$ cat config.mk
export PLATFORM = sky130hd
export DESIGN_NAME = restoring_divider_32
export DESIGN_NICKNAME = d
export VERILOG_FILES = /design/src/rtl/div_pkg.sv /design/src/rtl/sub_33_bit.sv /design/src/rtl/restoring_divider_32.sv
export SDC_FILE = /design/constraint.sdc
export NUM_CORES = 1
export LEC_CHECK = 0
export BUFFER_PORTS_ARGS = -buffer_cell sky130_fd_sc_hd__buf_2
export CAP_MARGIN = 20
export CORE_ASPECT_RATIO = 1.75
export CORE_MARGIN = 2
export CORE_UTILIZATION = 63
export DETAILED_ROUTE_END_ITERATION = 8
export PLACE_DENSITY = 0.95
export SYNTH_ARGS = -nofsm -noshare
export SYNTH_HDL_FRONTEND = slang
export SYNTH_SLANG_ARGS = --single-unit
export TNS_END_PERCENT = 100
$ cat constraint.sdc
create_clock -name clk -period 9.9 [get_ports clk]
set_input_delay 0.495 -clock clk [delete_from_list [all_inputs] [get_ports clk]]
set_output_delay 0.495 -clock clk [all_outputs]
set_load 0.005 [all_outputs]
$ cat src/rtl/div_pkg.sv
// Shared constants and types for the 32-bit restoring divider.
// Widths, iteration bound and FSM state encoding.
package div_pkg;

  localparam int DIV_W     = 32;
  localparam int CNT_W     = 6;
  localparam int LAST_ITER = 31;

  typedef enum logic {
    IDLE = 1'b0,
    RUN  = 1'b1
  } div_state_t;

endpackage

$ cat src/rtl/sub_33_bit.sv
// 33-bit trial subtractor for the restoring step.
// difference = a - b, formed as a + ~b + 1.
module sub_33_bit (
  input  logic [32:0] a,
  input  logic [32:0] b,
  output logic [32:0] difference
);

  assign difference = a + ~b + 33'd1;

endmodule

$ cat src/rtl/restoring_divider_32.sv
// 32-bit unsigned restoring divider, one quotient bit per clock.
// Divide-by-zero answers in one cycle without entering RUN.
module restoring_divider_32
  import div_pkg::*;
(
  input  logic             clk,
  input  logic             rst,
  input  logic             start,
  input  logic [DIV_W-1:0] dividend,
  input  logic [DIV_W-1:0] divisor,
  output logic             busy,
  output logic             done,
  output logic [DIV_W-1:0] quotient,
  output logic [DIV_W-1:0] remainder,
  output logic             div_by_zero
);

  localparam logic [CNT_W-1:0] CNT_LAST = CNT_W'(LAST_ITER);
  localparam logic [CNT_W-1:0] CNT_ONE  = CNT_W'(1);

  div_state_t       state, state_d;
  logic [DIV_W-1:0] q_reg, q_d;
  logic [DIV_W-1:0] r_reg, r_d;
  logic [DIV_W-1:0] dsr_reg, dsr_d;
  logic [CNT_W-1:0] cnt, cnt_d;
  logic [DIV_W-1:0] quot_d, rem_d;
  logic             dbz_d, done_d;

  logic [DIV_W:0]   r_shift;
  logic [DIV_W:0]   trial;
  logic [DIV_W-1:0] q_step, r_step;

  assign r_shift = {r_reg, q_reg[DIV_W-1]};

  sub_33_bit u_sub (
    .a          (r_shift),
    .b          ({1'b0, dsr_reg}),
    .difference (trial)
  );

  // Negative trial result means restore the shifted remainder.
  assign q_step = {q_reg[DIV_W-2:0], ~trial[DIV_W]};
  assign r_step = trial[DIV_W] ? r_shift[DIV_W-1:0]
                               : trial[DIV_W-1:0];

  assign busy = (state == RUN);

  always_comb begin
    state_d = state;
    q_d     = q_reg;
    r_d     = r_reg;
    dsr_d   = dsr_reg;
    cnt_d   = cnt;
    quot_d  = quotient;
    rem_d   = remainder;
    dbz_d   = div_by_zero;
    done_d  = 1'b0;
    unique case (state)
      IDLE: begin
        if (start) begin
          if (divisor != '0) begin
            state_d = RUN;
            q_d     = dividend;
            r_d     = '0;
            dsr_d   = divisor;
            cnt_d   = '0;
          end else begin
            quot_d  = '1;
            rem_d   = dividend;
            dbz_d   = 1'b1;
            done_d  = 1'b1;
          end
        end
      end
      RUN: begin
        q_d   = q_step;
        r_d   = r_step;
        cnt_d = cnt + CNT_ONE;
        if (cnt == CNT_LAST) begin
          state_d = IDLE;
          cnt_d   = '0;
          quot_d  = q_step;
          rem_d   = r_step;
          dbz_d   = 1'b0;
          done_d  = 1'b1;
        end
      end
      default: state_d = IDLE;
    endcase
  end

  always_ff @(posedge clk or posedge rst) begin
    if (rst) begin
      state       <= IDLE;
      q_reg       <= '0;
      r_reg       <= '0;
      dsr_reg     <= '0;
      cnt         <= '0;
      quotient    <= '0;
      remainder   <= '0;
      div_by_zero <= 1'b0;
      done        <= 1'b0;
    end else begin
      state       <= state_d;
      q_reg       <= q_d;
      r_reg       <= r_d;
      dsr_reg     <= dsr_d;
      cnt         <= cnt_d;
      quotient    <= quot_d;
      remainder   <= rem_d;
      div_by_zero <= dbz_d;
      done        <= done_d;
    end
  end

endmodule

==> results.toml, run 1 <==
[floorplanning]
die_w_um = 97.0
rows = 59
die_h_um = 167
die-area_mm2 = 0.0162
core_mm2 = 0.0148
io_pins = 134
initial_utilization_pct = 64.3

[clock_tree]
cts_tree = "built"
cts_max_level = 4
post_cts_resized = 0
cts.sinks = 169
cts_max_path_buffers = 2
root_buffer = "clkbuf_16"
clk_pin_slew_ns = 0.07
cts_buffers = 17
post_cts_buffers = 0
holdBufCountCts = 0
insertion_delay_ns = 0.44

[synth]
synthCells = 1043
ys_ff_latch = 169
syn-num-nets = 1144
synth_area_leaders = "dfrtp_1 (44%), o21ai_0 (6.3%), nand2_1 (5.2%)"
synth_top_area_share_pct = 44.3
synth_area_mm2 = 0.00954
synth_cell_types = 68
seq_area_frac_synth_pct = 44.3
syn_avg_cell_area_um2 = 9.15
synthFlopType = "dfrtp_1"
async_reset_ff_share_pct = 100
synth_warnings = 0
synth_edf_count = 0
yosysTopAreaCell = "dfrtp_1"

[setup_path]
start_kind = "flop"
cpLargestDelayFamily = "compound AO/OA/AOI/OAI gates"
r2r-end = "remainder[11]"
slowest_stage = "a2111oi_0"
cp.required_ns = 10.19
cpMostUsedCell = "a21oi_1"
crit_buf_inv = 2
rrSetupSlack_ns = 5.83
critical_path_class = "reg2reg"
worstSetupEndpointType = "flop"
r2r-start = "q_reg[31]"
crit_arrival_ns = 4.36
crit_fanout = 36
crit_chain = "inv_1 -> ha_1 -> fa_1 -> nand2b_1 -> a21oi_1 -> o211ai_2 -> a21oi_2 -> o32ai_4 -> buf_4 -> nor3b_1 -> a2111oi_0 -> a21oi_1"
slowest_delay_ns = 0.89
rr_worst_depth = 12

[worst_hold_path]
min_path_type = "in2async"

[route]
drt-initial-drc-count = 1212
wl_met2_um = 13900
first_pass_iters = 8
vias = 9064
ant_nets = 0
wl_met1_um = 9650
wl_met3_um = 2480
top_layer_used = "met4"
wirelength_um = 28200
post_drt_wl_per_cell_um = 21.1
drc = 0
drt-vias-per-instance = 6.77

[timing]
skew_ns = 0.00893
finalCritPeriodShare_pct = 41.1
tightest_slew_ns = 1.04
final.setup.tns_ns = 0
hold_slack_ns = 0.0584
finalSetupViolations = 0
fmax_ghz = 0.246
max-slew-margin-rel_pct = 29.1
rsz0062_at_grt = "false"
hold_viol_final = 0
min_period_ns = 4.07
drv_slew = 0

[status]
outcome = "completed"

[layout]
design_area_mm2 = 0.0109
synthToLayoutAreaGrowth_pct = 14.2
layout_commonest_cell = "dfrtp_1"
layout-drive-gt1-share_pct = 16.9
final_cell_mix = "dfrtp_1 (168), buf_2 (133), nand2_1 (132), o21ai_0 (121), a21oi_1 (56)"
diodes = 0
num-fill-cells = 991
multiInputGateArea_mm2 = 0.00491
finalNetCount = 1243
seq_area_mm2 = 0.00423

[global_routing]
first_global_vias = 8725
grt_max_degree = 77
antenna_found_initial = 0
gr-total-overflow = 0
grt_pass1_wl_um = 44700
gr-usage-all-layers_pct = 34.7

[run]
drv_cap = 0

[placed_design]
place_area_mm2 = 0.0103
portBuffers = 133
dp_hpwl_um = 19300
gp_congestion = 1.04

[power]
finalPower_uw = 4470
leakage_uw = 0.00506
ir_drop_uv = 186
pwr_density_cell_mw_per_mm2 = 410
[report_power, final]
part,switching (uW),leakage [uW],internal (uW)
sequential,276,0.00203,1010
clock,316,0.000272,340
combinational,1520,0.00277,1020
[kinds of logic (layout without fill, tap and decap cells)]
| family | count (synthesis) | count (layout) | share of synthesized area [%] |
|---|---|---|---|
| fa+ha+maj | 34 | 34 | 4.54 |
| xor+xnor | 28 | 28 | 2.65 |
| buf+inv | 105 | 217 | 4.34 |
| flops | 169 | 169 | 44.3 |
| mux | 47 | 47 | 4.97 |
| compound gates | 347 | 347 | 23.9 |
| simple gates | 313 | 313 | 15.3 |
[worst reg2reg max path, delay by kind of cell (launching register included)]
family | cells | cell delay [ns]
fa+ha+maj | 2 | 0.61
simple gates | 2 | 0.43
compound gates | 6 | 2.12
flops | 1 | 0.40
buf+inv | 2 | 0.37
[final cells by class]
| cell class | instances | area share, % |
|---|---|---|
| multi-input combinational | 769 | 45.0 |
| inverter | 40 | 1.42 |
| clock inverter | 14 | 1.23 |
| sequential | 169 | 38.8 |
| tap | 183 | 2.10 |
| clock buffer | 18 | 4.03 |
| timing repair buffer | 145 | 7.35 |
[synthesized netlist by cell type (10+ instances only)]
cell / instances
dfrtp_1: 169
nand2_1: 132
o21ai_0: 121
a21oi_1: 56
nor2_1: 55
clkbuf_1: 48
mux2i_1: 44
inv_1: 39
ha_1: 33
nand3_1: 29
o22a_1: 29
a21o_1: 19
a31oi_1: 19
xnor2_1: 17
a211oi_1: 16
or3_1: 15
and3_1: 14
nor3_1: 14
nand2b_1: 12
a211o_1: 11
nor4_1: 10
xor2_1: 10
[layer usage]
layer,global-route usage [%],vias up
met5,0,-
met4,24.0,0
met3,5.71,173
met2,58.2,659
met1,40.3,4235
li1,-,3997
[worst max path at each step]
stage | cells after the start | end | from | slack [ns]
6_report | 12 | remainder[11] | q_reg[31] | 5.83
5_1_grt | 13 | r_reg[27] | q_reg[31] | 5.55
4_1_cts | 13 | r_reg[27] | q_reg[31] | 5.91
3_5_place_dp | 10 | remainder[17] | divisor[0] | 5.82
3_3_place_gp | 10 | remainder[17] | divisor[27] | 5.99
2_1_floorplan | 1 | busy | rst | 4.83
[metrics by stage]
step / utilization, % / worst slack (ns) / instances
after CTS: 73.0 / 5.91 / 1335
after detailed placement: 69.2 / 5.82 / 1303
after floorplan: - / 4.83 / 1043
after global routing: 73.5 / 5.55 / 1338
final: 73.5 / 5.83 / 1338
after global placement: 69.2 / 5.99 / 1303
No activity file was read; power rests on OpenSTA's default activity.
==> run 2, diff against run 1 <==
- ABC_AREA: unset -> 1
- CORE_UTILIZATION: 63 -> 53
- PLACE_DENSITY: 0.95 -> 0.88
- clock period: 9.9 -> 3.58 ns (I/O delays scaled with it)
==> results.toml, run 2 <==
[placed_design]
portBuffers = 133
dp_hpwl_um = 22000
dp.cells = 1790
gp_congestion = 0.979

[synth]
async_reset_ff_share_pct = 100
synth_area_leaders = "dfrtp_1 (41%), nand2_1 (16%), inv_1 (9.0%)"
synth_warnings = 0
syn_avg_cell_area_um2 = 7.08
yosysMostFrequentCell = "nand2_1"
synth_edf_count = 0
synthCells = 1462
synth_commonest_cells = "nand2_1 (432), inv_1 (249), dfrtp_1 (169)"
synth_top_area_share_pct = 40.8
synth_cell_types = 37
seq_area_frac_synth_pct = 40.8
syn-num-nets = 1563
ys_ff_latch = 169
yosysTopAreaCell = "dfrtp_1"
synthFlopType = "dfrtp_1"
synth_area_mm2 = 0.0104

[setup_path]
crit_arrival_ns = 3.19
critical_path_class = "reg2reg"
cpMostUsedCell = "nand2_1"
worstSetupEndpointType = "flop"
slowest_stage = "fa_1"
rrSetupSlack_ns = 0.77
crit_fanout = 33
cpLargestDelayFamily = "simple AND/OR/NAND/NOR gates"
crit_buf_inv = 3
cp.required_ns = 3.96
r2r-end = "remainder[11]"
r2r-start = "q_reg[31]"
slowest_delay_ns = 0.42
rr_worst_depth = 18
crit_chain = "inv_1 -> ha_1 -> fa_1 -> inv_1 -> nand2_1 -> nand2_1 -> nand3_1 -> nand2_1 -> nand2_1 -> nand2_2 -> nand2_2 -> nand2_2 -> nand2_2 -> nand2_4 -> nand3_1 -> nand3_1 -> nand2_1 -> inv_1"
start_kind = "flop"

[global_routing]
antenna_found_initial = 0
grt_max_degree = 73
first_global_vias = 9819
gr-usage-all-layers_pct = 29.6
grt_pass1_wl_um = 47900
gr-total-overflow = 0

[clock_tree]
post_cts_buffers = 0
holdBufCountCts = 31
post_cts_resized = 0
cts_max_path_buffers = 2
insertion_delay_ns = 0.44
cts_buffers = 17
root_buffer = "clkbuf_16"
cts.sinks = 169
cts_max_level = 4
cts_tree = "built"
clk_pin_slew_ns = 0.07

[floorplanning]
rows = 67
die_w_um = 110
die_h_um = 189
die-area_mm2 = 0.0207
io_pins = 134
core_mm2 = 0.0192
initial_utilization_pct = 53.9

[layout]
diodes = 0
synthToLayoutAreaGrowth_pct = 16.7
layoutNonFillerInstCount = 1853
layout-drive-gt1-share_pct = 15.0
finalNetCount = 1700
layout_commonest_cell = "nand2_1"
final_cell_mix = "nand2_1 (430), inv_1 (247), dfrtp_1 (168), nand3_1 (146), buf_2 (133)"

[timing]
max-slew-margin-rel_pct = 27.2
tightest_slew_ns = 1.09
finalCritPeriodShare_pct = 78.5
skew_ns = 0.00858
finalSetupViolations = 0
fmax_ghz = 0.356
rsz0062_at_grt = "false"
min_period_ns = 2.81
final.setup.tns_ns = 0
drv_slew = 0
hold_viol_final = 0

[worst_hold_path]
min_to = "q_reg[0]"
min_path_cells = 3
min_path_type = "in2reg"
worstHoldStart = "dividend[0]"

[route]
post_drt_wl_per_cell_um = 15.9
drc = 0
ant_nets = 0
wirelength_um = 29400
vias = 9927
drt-initial-drc-count = 701
drt-vias-per-instance = 5.36
first_pass_iters = 6

[power]
leakage_uw = 0.00669
ir_drop_uv = 585
pwr_density_cell_mw_per_mm2 = 931

[status]
outcome = "completed"

[run]
drv_cap = 0
[run 2: cell count changes after synthesis, moves of 15 or more]
cell,delta
a211oi_1,-16
nand2_1,+300
o21ai_0,-31
nor2_1,+35
inv_1,+210
a21boi_0,+24
o22a_1,-29
xnor2_1,-15
or2_2,+29
a21o_1,-18
nand3_1,+117
a21oi_1,-32
or3_1,-15
mux2i_1,-44
[run 2: worst reg2reg max path, cell delays in order (launching register included)]
cell and delay [ns]:
dfrtp_1 0.38, inv_1 0.07, ha_1 0.23, fa_1 0.42
inv_1 0.10, nand2_1 0.05, nand2_1 0.07, nand3_1 0.06
nand2_1 0.17, nand2_1 0.09, nand2_2 0.11, nand2_2 0.08
nand2_2 0.08, nand2_2 0.07, nand2_4 0.34, nand3_1 0.19
nand3_1 0.12, nand2_1 0.07, inv_1 0.06
[run 2: per-stage QoR]
stage | power, uW | utilization (%) | instance area, um2 | setup WS [ns] | hold WS (ns)
2_1_floorplan | 7530 | - | 10400 | 1.25 | 0.296
3_3_place_gp | 9010 | 58.2 | 11200 | 0.954 | 0.334
3_5_place_dp | 9140 | 58.2 | 11200 | 0.870 | 0.335
4_1_cts | 11200 | 63.0 | 12100 | 0.806 | 0.0345
5_1_grt | 12200 | 63.0 | 12100 | 0.534 | 0.0775
6_report | 11200 | 63.0 | 12100 | 0.771 | 0.0477
[run 2: worst max path at each step]
stage	startpoint	end	slack (ns)	depth (start not counted)
after floorplan	rst	busy	1.25	1
after global placement	q_reg[31]	remainder[8]	0.95	18
after detailed placement	q_reg[31]	remainder[6]	0.87	18
after CTS	q_reg[31]	remainder[28]	0.81	18
final	q_reg[31]	remainder[11]	0.77	18
after global routing	q_reg[31]	remainder[11]	0.53	18
[run 2: where the power goes]
group / switching (uW) / internal [uW] / total, uW
Sequential: 514 / 2710 / 3220
Combinational: 3950 / 2140 / 6090
Clock: 844 / 1090 / 1930
Total: 5310 / 5940 / 11200
[run 2: logic make-up after synthesis]
kind of cell | share of synthesized area (%)
simple gates | 31.3
buf+inv | 11.9
compound gates | 10.4
flops | 40.8
fa+ha+maj | 4.18
xor+xnor | 1.35
[run 2: final cells by class]
type	instances	area, um2
fillers	1666	7110
multi-input cells	985	4900
flip-flops and latches	169	4230
repair buffers	174	1090
inverters	252	950
clock buffers	19	453
well taps	241	302
clock inverters	13	156
[run 2: metal layers]
metal	share of wire [%]	wire length, um	up-vias	global-route usage, %
met5	0	0	-	0
met4	5.0	1460	0	14.6
met3	5.0	1480	87	4.30
met2	51	14900	368	50.3
met1	39	11600	4628	36.0
li1	-	-	4844	-
==> run 3, diff against run 2 <==
- ABC_AREA: 1 -> 0
- CORE_UTILIZATION: 53 -> 58
- PLACE_DENSITY: 0.88 -> 0.92
- clock period: 3.58 -> 2.9 ns (I/O delays scaled with it)
==> results.toml, run 3 (synthesis gave the netlist of run 1 again) <==
[layout]
diodes = 0
final_cell_mix = "dfrtp_1 (167), buf_2 (135), nand2_1 (132), o21ai_0 (117), buf_4 (82)"
layout-drive-gt1-share_pct = 25.0
synthToLayoutAreaGrowth_pct = 29.6
finalNetCount = 1364
num-fill-cells = 1055
layout_commonest_cell = "dfrtp_1"
fin_util_pct = 75.9
design_area_mm2 = 0.0124

[clock_tree]
clk_pin_slew_ns = 0.07
insertion_delay_ns = 0.44
root_buffer = "clkbuf_16"
cts_max_level = 4
cts_buffers = 17
cts_max_path_buffers = 2
cts.sinks = 169
cts_tree = "built"

[timing]
max-slew-margin-rel_pct = 44.2
timing.final.ws_setup_ns = -0.0521
rsz0062_at_grt = "true"
hold_viol_final = 0
finalCritPeriodShare_pct = 102
drv_slew = 0
min_period_ns = 2.95
tightest_slew_ns = 0.836
finalSetupViolations = 2
fmax_ghz = 0.339
skew_ns = 0.00798

[power]
internal-power_uw = 9930
ir_drop_uv = 725
clockPowerShare_pct = 13.6
p_comb_share_pct = 62.3
switching_power_uw = 8040
pwr_density_cell_mw_per_mm2 = 1450
leakage_uw = 0.00575
swShare_pct = 44.7
p_seq_share_pct = 24.1

[global_routing]
grt_pass1_wl_um = 47000
gr-total-overflow = 0
grt_max_degree = 88
gr-usage-all-layers_pct = 34.2
first_global_vias = 9197
antenna_found_initial = 0

[route]
drc = 0
vias = 9649
first_pass_iters = 5
wirelength_um = 30900
post_drt_wl_per_cell_um = 21.0
ant_nets = 0
drt-initial-drc-count = 1106
drt-vias-per-instance = 6.57

[run]
drv_cap = 0

[setup_path]
crit_chain = "ha_1 -> o21ai_0 -> a2bb2oi_2 -> nand3_1 -> a21oi_2 -> o32ai_4 -> buf_12 -> xnor2_4 -> buf_6 -> buf_6 -> nand4_1 -> a31oi_1"
slowest_delay_ns = 0.45
critPathLaunch = "r_reg[11]"
crit_arrival_ns = 3.29
crit_fanout = 7
crit_buf_inv = 3
worstSetupEndpointType = "flop"
r2r-start = "r_reg[11]"
start_kind = "flop"
critical_path_class = "reg2reg"
cpMostUsedCell = "buf_6"
cpLargestDelayFamily = "compound AO/OA/AOI/OAI gates"
cp.required_ns = 3.24
slowest_stage = "dfrtp_1"

[placed_design]
dp_hpwl_um = 21100
gp_congestion = 0.969
place_area_mm2 = 0.0109
dp_slack_ns = -0.130
portBuffers = 133

[floorplanning]
core_mm2 = 0.0163
die_h_um = 174
io_pins = 134
rows = 62
initial_utilization_pct = 58.6
die-area_mm2 = 0.0175
die_w_um = 101

[status]
outcome = "finished with violations"
violations = "negative setup slack"

[worst_hold_path]
worstHoldStart = "dividend[28]"
min_path_type = "in2reg"
run 3: changes by cell type in the layout (fill, tap and decap cells not counted), moves of 18 or more:
cell / before / now
nand2_1: 430 / 132
a21oi_1: 24 / 54
a21boi_0: 32 / 6
a21o_1: 1 / 19
inv_1: 247 / 36
o22a_1: 0 / 29
nand3_1: 146 / 29
mux2i_1: 0 / 43
buf_4: 7 / 82
nor2_1: 89 / 54
or2_2: 32 / 3
o21ai_0: 90 / 117
run 3: path summary, 6_finish.rpt:
kind                                 end  slack, ns  cells after the start
max                            r_reg[31]      -0.05                     12
min                        remainder[28]      0.009                      3
max reg2reg                    r_reg[31]      -0.05                     12
min reg2reg                 quotient[25]       0.50                      2
max in group asynchronous       r_reg[9]       1.63                      4
min in group asynchronous      q_reg[28]       0.41                      3
run 3: metal layers:
metal	vias up	global-route usage (%)	routed length, um
met4	0	20.0	2050
met2	650	58.2	15600
met3	192	5.16	2390
met1	4578	40.2	10800
li1	4229	-	-
met5	-	0	0
run 3: tightest hold or removal path, stage by stage:
cell and delay, ns:
buf_2 0.11, nand3_1 0.07, o211ai_1 0.08
run 3: per-stage QoR:
stage	cells	total power [uW]	TNS [ns]	hold slack (ns)
CTS	1460	16400	0	0.00112
detailed placement	1390	13600	-0.294	0.340
finish	1468	18000	-0.0925	0.00922
global route	1468	18900	-2.00	0.0244
global placement	1390	13300	0	0.334
floorplan	1043	10200	0	0.262
run 3: final cells by class:
class / instances / area, um2 / share of cell area (%)
multi-input combinational: 769 / 5230 / 42.3
sequential: 169 / 4230 / 34.2
timing repair buffer: 266 / 1890 / 15.3
clock buffer: 18 / 439 / 3.55
tap: 192 / 240 / 1.94
clock inverter: 14 / 184 / 1.49
inverter: 40 / 154 / 1.24
run 3: power by group through the flow:
stage / Clock (uW) / Sequential (uW) / Combinational, uW
floorplan: 0 / 4060 / 6140
global placement: 0 / 4210 / 9050
detailed placement: 0 / 4270 / 9330
CTS: 2430 / 4240 / 9730
global route: 2530 / 4400 / 12000
finish: 2440 / 4330 / 11200
run 3: what timing repair did:
item	in CTS	in global routing
gates cloned	0	2
endpoints found under the setup margin	14	63
setup buffers	5	5
endpoints found under the hold margin	64	0
pin swaps	8	25
resized for setup	6	56
hold buffers	33	0
